--- src/rtl/riscv_mult_pkg.sv ---
// Shared types for the iterative multiplier/MAC: operation select, signedness bit positions,
// and sequencer states.
package riscv_mult_pkg;

  // Result selection; encoding 3 is reserved and folded onto MulLo at accept time.
  typedef enum logic [1:0] {
    MulLo  = 2'd0,
    MulHi  = 2'd1,
    MulMac = 2'd2
  } mul_op_e;

  // Bit positions inside signed_i.
  localparam int unsigned SignA = 0;
  localparam int unsigned SignB = 1;

  typedef enum logic [1:0] {
    StIdle = 2'd0,
    StBusy = 2'd1,
    StDone = 2'd2
  } mult_state_e;

endpackage

--- src/rtl/riscv_mult_slice.sv ---
// Combinational (XLEN+1)x(SLICE_W+1) signed partial product. The caller supplies the extension
// bit of each operand, so the same multiplier serves signed and unsigned operands.
module riscv_mult_slice #(
  parameter int unsigned XLEN    = 32,
  parameter int unsigned SLICE_W = 16
) (
  input  logic [XLEN-1:0]           a_i,
  input  logic                      a_signed_i,
  input  logic [SLICE_W-1:0]        b_i,
  input  logic                      b_ext_i,
  output logic [XLEN+SLICE_W+1:0]   pp_o
);

  localparam int unsigned PW = XLEN + SLICE_W + 2;

  logic          a_top;
  logic [PW-1:0] a_x;
  logic [PW-1:0] b_x;

  // Sign-extend both operands to the full product width; the truncated product is then exact.
  always_comb begin
    a_top = a_signed_i & a_i[XLEN-1];
    a_x   = {{(SLICE_W + 2){a_top}}, a_i};
    b_x   = {{(XLEN + 2){b_ext_i}}, b_i};
    pp_o  = a_x * b_x;
  end

endmodule

--- src/rtl/riscv_mult_seq.sv ---
// Iterative integer multiplier/MAC for the EX stage. Consumes SLICE_W bits of op_b per cycle,
// accumulating with a shift-add so only one narrow signed multiplier is needed.
module riscv_mult_seq
  import riscv_mult_pkg::*;
#(
  parameter int unsigned XLEN    = 32,
  parameter int unsigned SLICE_W = 16
) (
  input  logic            clk,
  input  logic            rst_n,
  input  logic            valid_i,
  output logic            ready_o,
  input  logic [1:0]      op_i,
  input  logic [1:0]      signed_i,
  input  logic [XLEN-1:0] op_a_i,
  input  logic [XLEN-1:0] op_b_i,
  input  logic [XLEN-1:0] op_c_i,
  input  logic            flush_i,
  output logic            valid_o,
  input  logic            ready_i,
  output logic [XLEN-1:0] result_o,
  output logic            busy_o
);

  localparam int unsigned NSTEP = XLEN / SLICE_W;
  localparam int unsigned CntW  = (NSTEP > 1) ? $clog2(NSTEP) : 1;
  localparam int unsigned PW    = XLEN + SLICE_W + 2;
  // Running upper partial sum; two spare bits keep the signed sum exact for every combo.
  localparam int unsigned HW    = XLEN + 2;

  if (((SLICE_W != 8) && (SLICE_W != 16) && (SLICE_W != 32)) || ((XLEN % SLICE_W) != 0))
  begin : gen_param_check
    $fatal(1, "riscv_mult_seq: SLICE_W must be 8, 16 or 32 and divide XLEN");
  end

  mult_state_e       state_q, state_d;
  logic [CntW-1:0]   cnt_q, cnt_d;
  logic [XLEN-1:0]   a_q, a_d;
  logic [XLEN-1:0]   b_sh_q, b_sh_d;
  logic [XLEN-1:0]   c_q, c_d;
  mul_op_e           op_q, op_d;
  logic [1:0]        sgn_q, sgn_d;
  logic [HW-1:0]     acc_hi_q, acc_hi_d;
  logic [XLEN-1:0]   acc_lo_q, acc_lo_d;
  logic [XLEN-1:0]   result_q, result_d;

  logic              accept;
  logic              last_step;
  logic              b_ext;
  logic [PW-1:0]     pp;
  logic [PW-1:0]     step_sum;
  logic [HW-1:0]     step_hi;
  logic [XLEN-1:0]   step_lo;

  // Handshake: ready depends on ready_i (never valid_i); a flush blocks any same-cycle accept.
  always_comb begin
    ready_o = (state_q == StIdle) | ((state_q == StDone) & ready_i);
    accept  = valid_i & ready_o & ~flush_i;
    valid_o = (state_q == StDone);
    busy_o  = (state_q != StIdle);
    result_o = result_q;
  end

  // Only the final slice of a signed op_b carries a sign; lower slices are plain magnitudes.
  always_comb begin
    last_step = (cnt_q == CntW'(NSTEP - 1));
    b_ext     = last_step & sgn_q[SignB] & b_sh_q[SLICE_W-1];
  end

  riscv_mult_slice #(
    .XLEN    (XLEN),
    .SLICE_W (SLICE_W)
  ) u_slice (
    .a_i        (a_q),
    .a_signed_i (sgn_q[SignA]),
    .b_i        (b_sh_q[SLICE_W-1:0]),
    .b_ext_i    (b_ext),
    .pp_o       (pp)
  );

  // Shift-add step: add pp to the signed upper part, retire SLICE_W low bits into acc_lo.
  always_comb begin
    step_sum = {{SLICE_W{acc_hi_q[HW-1]}}, acc_hi_q} + pp;
    step_hi  = step_sum[PW-1:SLICE_W];
    step_lo  = XLEN'({step_sum[SLICE_W-1:0], acc_lo_q} >> SLICE_W);
  end

  // Next-state logic: FSM sequencing, operand capture and final result formation.
  always_comb begin
    state_d  = state_q;
    cnt_d    = cnt_q;
    a_d      = a_q;
    b_sh_d   = b_sh_q;
    c_d      = c_q;
    op_d     = op_q;
    sgn_d    = sgn_q;
    acc_hi_d = acc_hi_q;
    acc_lo_d = acc_lo_q;
    result_d = result_q;

    unique case (state_q)
      StIdle: ;
      StBusy: begin
        if (flush_i) begin
          state_d = StIdle;
          cnt_d   = '0;
        end else begin
          acc_hi_d = step_hi;
          acc_lo_d = step_lo;
          b_sh_d   = b_sh_q >> SLICE_W;
          cnt_d    = cnt_q + CntW'(1);
          if (last_step) begin
            state_d = StDone;
            cnt_d   = '0;
            unique case (op_q)
              MulHi:   result_d = step_hi[XLEN-1:0];
              MulMac:  result_d = step_lo + c_q;
              default: result_d = step_lo;
            endcase
          end
        end
      end
      StDone: begin
        if (flush_i || ready_i) begin
          state_d = StIdle;
        end
      end
      default: state_d = StIdle;
    endcase

    // Accept overrides the DONE->IDLE return, giving back-to-back issue with no bubble.
    if (accept) begin
      state_d  = StBusy;
      cnt_d    = '0;
      a_d      = op_a_i;
      b_sh_d   = op_b_i;
      c_d      = op_c_i;
      op_d     = (op_i == 2'd3) ? MulLo : mul_op_e'(op_i);
      sgn_d    = signed_i;
      acc_hi_d = '0;
      acc_lo_d = '0;
    end
  end

  // State and datapath registers; async reset returns everything to idle with a zero result.
  always_ff @(posedge clk or negedge rst_n) begin
    if (!rst_n) begin
      state_q  <= StIdle;
      cnt_q    <= '0;
      a_q      <= '0;
      b_sh_q   <= '0;
      c_q      <= '0;
      op_q     <= MulLo;
      sgn_q    <= '0;
      acc_hi_q <= '0;
      acc_lo_q <= '0;
      result_q <= '0;
    end else begin
      state_q  <= state_d;
      cnt_q    <= cnt_d;
      a_q      <= a_d;
      b_sh_q   <= b_sh_d;
      c_q      <= c_d;
      op_q     <= op_d;
      sgn_q    <= sgn_d;
      acc_hi_q <= acc_hi_d;
      acc_lo_q <= acc_lo_d;
      result_q <= result_d;
    end
  end

endmodule
--- config.mk ---
export PLATFORM = sky130hd
export DESIGN_NAME = riscv_mult_seq
export DESIGN_NICKNAME = d
export VERILOG_FILES = /design/src/rtl/riscv_mult_pkg.sv /design/src/rtl/riscv_mult_slice.sv /design/src/rtl/riscv_mult_seq.sv
export SDC_FILE = /design/constraint.sdc
export NUM_CORES = 2
export LEC_CHECK = 0
export ABC_AREA = 0
export BUFFER_PORTS_ARGS = -buffer_cell sky130_fd_sc_hd__clkbuf_2
export CAP_MARGIN = 15
export CORE_ASPECT_RATIO = 0.9
export CORE_MARGIN = 8
export CORE_UTILIZATION = 60
export CTS_CLUSTER_DIAMETER = 80
export DETAILED_ROUTE_END_ITERATION = 12
export GPL_ROUTABILITY_DRIVEN = 0
export PLACE_DENSITY = 0.83
export SETUP_SLACK_MARGIN = 0.4
export SYNTH_ARGS = -nofsm -noshare
export SYNTH_HDL_FRONTEND = slang
export SYNTH_SLANG_ARGS = --single-unit
--- constraint.sdc ---
create_clock -name clk -period 9.3 [get_ports clk]
set_input_delay 1.395 -clock clk [delete_from_list [all_inputs] [get_ports clk]]
set_output_delay 1.395 -clock clk [all_outputs]
set_load 0.05 [all_outputs]
==> metrics.md <==
| Metric | Value |
|---|---|
| Clock H-tree levels | `4` |
| Final std cells w/o fill | `3870` |
| Synth Instances | `3199` |
| Number of setup buffers added after CTS | `0` |
| Detailed Routing Iterations Pass 1 | `7` |
| Clk sink count | `185` |
| Max Root-Sink Buffers | `2` |
| Post-DP HPWL | `62.0 mm` |
| Die Wd | `250 µm` |
| Post-route cell area | `31400 µm²` |
| Synth area leader | `fa_1` |
| Simple-Gate Fraction of Synth Area | `0.146` |
| Area of the multi-input gates | `21900 µm²` |
| Compound-cell area share of the yosys netlist | `0.0921` |
| P&R area growth vs syn | `5.64%` |
| Nets | `4056` |
| Filler cell count | `3799` |
| Met1 GRT Util | `0.365` |
| First-pass GRT wire length | `128 mm` |
| WL final | `77.8 mm` |
| Critical path capture point | `acc_hi_q[33]$_DFFE_PN0P_` |
| Period minus WS final | `7.57 ns` |
| Worst slack, placed | `1.93 ns` |
| Routed wire length per instance | `20.1 µm` |
| Antenna Nets Post-Route | `0` |
| DR DRC count | `0` |
| Slew @ Worst Pin | `1.14 ns` |
| Initial antenna violation count | `1` |
| # setup viols final | `0` |
| CP most frequent cell | `fa_1` |
| Unique masters post-synth | `88` |
| N_diodes | `0` |
| Post-synthesis mux area share | `0.0268` |
| R2R Path Start | `b_sh_q[13]$_DFFE_PN0P_` |
| Gr usage total | `0.285` |
| Setup WS post-layout | `1.73 ns` |
| Fmax | `132 MHz` |
| TritonCTS clock tree | `yes` |
| Vias per cell | `5.86` |
| IO buf count | `139` |
| Max-slew violations | `0` |
| Storage element area | `4630 µm²` |
| Clock latency on the worst-skew pair | `0.49 ns` |
| Largest net degree at the start of global routing | `111` |
| Asr flop ratio synth | `1.00` |
| Die ar. | `56900 µm²` |
| CTS Root Cell | `clkbuf_16` |
| Adder-cell share of the synthesized area | `0.450` |
| Top Usage Layer GRT | `met2` |
| Syn nets | `4030` |
| Synth Flop Type | `dfrtp_1` |
| Post-CTS sizing | `0` |
| Register area share after synthesis | `0.156` |
| Post-synthesis xor/xnor area fraction | `0.0221` |
| IO Pins | `140` |
| CTS Buf Count | `17` |
| Cts-stage hold buffer count | `0` |
| R2r worst-path depth | `22` |
| Yosys Warn Count | `0` |
| RSZ-0062 raised after global routing | `false` |
| Post-synthesis average cell area | `9.28 µm²` |
| Row count | `77` |
| R2r setup slk | `1.73 ns` |
| Worst EP required | `9.63 ns` |
| CP endpoint kind | `flip-flop` |
| Worst r2r dst | `acc_hi_q[33]$_DFFE_PN0P_` |
| Post-synth top cells | `642 x inv_1, 570 x fa_1, 494 x nand2_1, 225 x and2_1, 185 x dfrtp_1` |
| Core footprint | `49000 µm²` |
| Crit Path Max Fanout | `22` |
| Hold Path Cell Cnt | `2` |
| Setup CP Type | `flip-flop to flip-flop` |
| M2 GR Usage | `0.474` |
| Crit path DAT | `7.89 ns` |
| Clock Skews | `0.0248 ns` |
| Setup TNS | `0 ns` |
| Final-report hold violation count | `0` |
| Tcrit/Tclk final | `0.814` |
| Yosys reg bits | `185` |
| CP Launch Point | `b_sh_q[13]$_DFFE_PN0P_` |
| Clk slew on worst S/H paths | `0.09 ns` |
| Post-synth EDFFs | `0` |
| 1st-iter DRT viols | `2248` |
| Cell area after synthesis | `29700 µm²` |
| Remaining Overflow, GRT | `0` |
| Status | `completed` |
| Placed Cells incl. Taps | `3838` |
| Slowest cell delay on critical path | `1.08 ns` |
| Vias in the first global route | `24100` |
| Hold/Removal Path Class | `flip-flop to flip-flop` |
| Main combinational cell family by area after synthesis | `adder cells` |
| GRT met3 Usage | `0.0609` |
| Starting density of the core | `0.605` |
| Slowest-stage cell, CP | `dfrtp_1` |
| Synth top area share | `0.384` |
| Vias | `22685` |
| Critical path cell sequence | `buf_4 -> nand2_1 -> fa_1 -> inv_1 -> fa_1 -> fa_1 -> fa_1 -> fa_1 -> inv_1 -> fa_1 -> inv_1 -> ha_1 -> a21oi_1 -> o21ai_0 -> a2111oi_0 -> a21oi_1 -> a31oi_2 -> o211ai_1 -> a2111oi_1 -> nor3_1 -> xnor2_1 -> o22ai_1` |
| Ratio of cells with drive above 1 in the final layout | `0.0991` |
| Worst slew margin | `0.238` |
| Top-count cell post-synth | `inv_1` |
| Die Ht | `227 µm` |
| Worst Setup Start Kind | `flip-flop` |
| Placed cell areas | `30700 µm²` |
| Top post-synthesis cells by area | `fa_1 38%, dfrtp_1 16%, inv_1 8.1%` |
| Max-Cap Viols | `0` |
==> cell families (layout without fill, tap and decap cells) <==
group,count (synthesis),in the layout
simple gates,923,923
xor+xnor,75,75
flops,185,185
buf+inv,813,852
mux,71,71
compound gates,406,406
fa+ha+maj,726,726
==> final cells by class <==
| type | count | area share |
|---|---|---|
| tap | 632 | 0.0252 |
| sequential | 185 | 0.148 |
| inverter | 644 | 0.0771 |
| timing repair buffer | 176 | 0.0313 |
| multi-input combinational | 2201 | 0.698 |
| clock buffer | 17 | 0.0136 |
| clock inverter | 15 | 0.00718 |
==> per-stage QoR <==
stage / hold WS, ns / util
after floorplan: 0.474 / -
after global placement: 0.450 / 0.626
after detailed placement: 0.455 / 0.626
after CTS: 0.474 / 0.640
after global routing: 0.514 / 0.640
final: 0.472 / 0.640
==> layout by cell type, fill, tap and decap left out, types with 17 or more instances in the layout <==
master,n
a21o_1,43
a21oi_1,81
and2_1,225
buf_4,37
clkbuf_16,17
clkbuf_2,138
dfrtp_1,185
fa_1,570
ha_1,156
inv_1,642
mux2_2,67
nand2_1,494
nand4_1,21
nor2_1,84
nor3_1,17
o21ai_0,93
o22ai_1,38
xnor2_1,55
xor2_1,20
==> metal layers <==
layer | part of all wire | routed length, µm
met4 | 0.043 | 3380
met5 | 0 | 0
met1 | 0.38 | 29400
met2 | 0.48 | 37400
met3 | 0.099 | 7670
==> worst max-delay path: cells and delay by family, from the launching register on <==
| kind | cells | cell delay (ns) |
|---|---|---|
| DFF | 1 | 1.08 |
| AOI/OAI and AO/OA | 8 | 2.07 |
| xor gates and xnor gates | 1 | 0.22 |
| adders and majority gates | 7 | 3.35 |
| and+or+nand+nor | 2 | 0.21 |
| buffers and inverters | 4 | 0.45 |
==> flip-flops by register name (all words and copies together), names as in the netlist, 16 cells and up <==
| name | count |
|---|---|
| acc_lo_q | 16 |
| b_sh_q | 32 |
| result_o | 32 |
| c_q | 32 |
| acc_hi_q | 34 |
| a_q | 32 |
==> worst min-delay path by stage <==
stage / startpoint / end / slack (ns)
4_1_cts: result_o[17]$_DFFE_PN0P_ / result_o[17]$_DFFE_PN0P_ / 0.47
2_1_floorplan: b_sh_q[16]$_DFFE_PN0P_ / b_sh_q[0]$_DFFE_PN0P_ / 0.47
6_report: result_o[17]$_DFFE_PN0P_ / result_o[17]$_DFFE_PN0P_ / 0.47
3_5_place_dp: result_o[17]$_DFFE_PN0P_ / result_o[17]$_DFFE_PN0P_ / 0.45
3_3_place_gp: result_o[17]$_DFFE_PN0P_ / result_o[17]$_DFFE_PN0P_ / 0.45
5_1_grt: result_o[0]$_DFFE_PN0P_ / result_o[0]$_DFFE_PN0P_ / 0.51
Power is not shown: default switching activity piles up to over one toggle a cycle in this logic, so the estimate is an artifact.
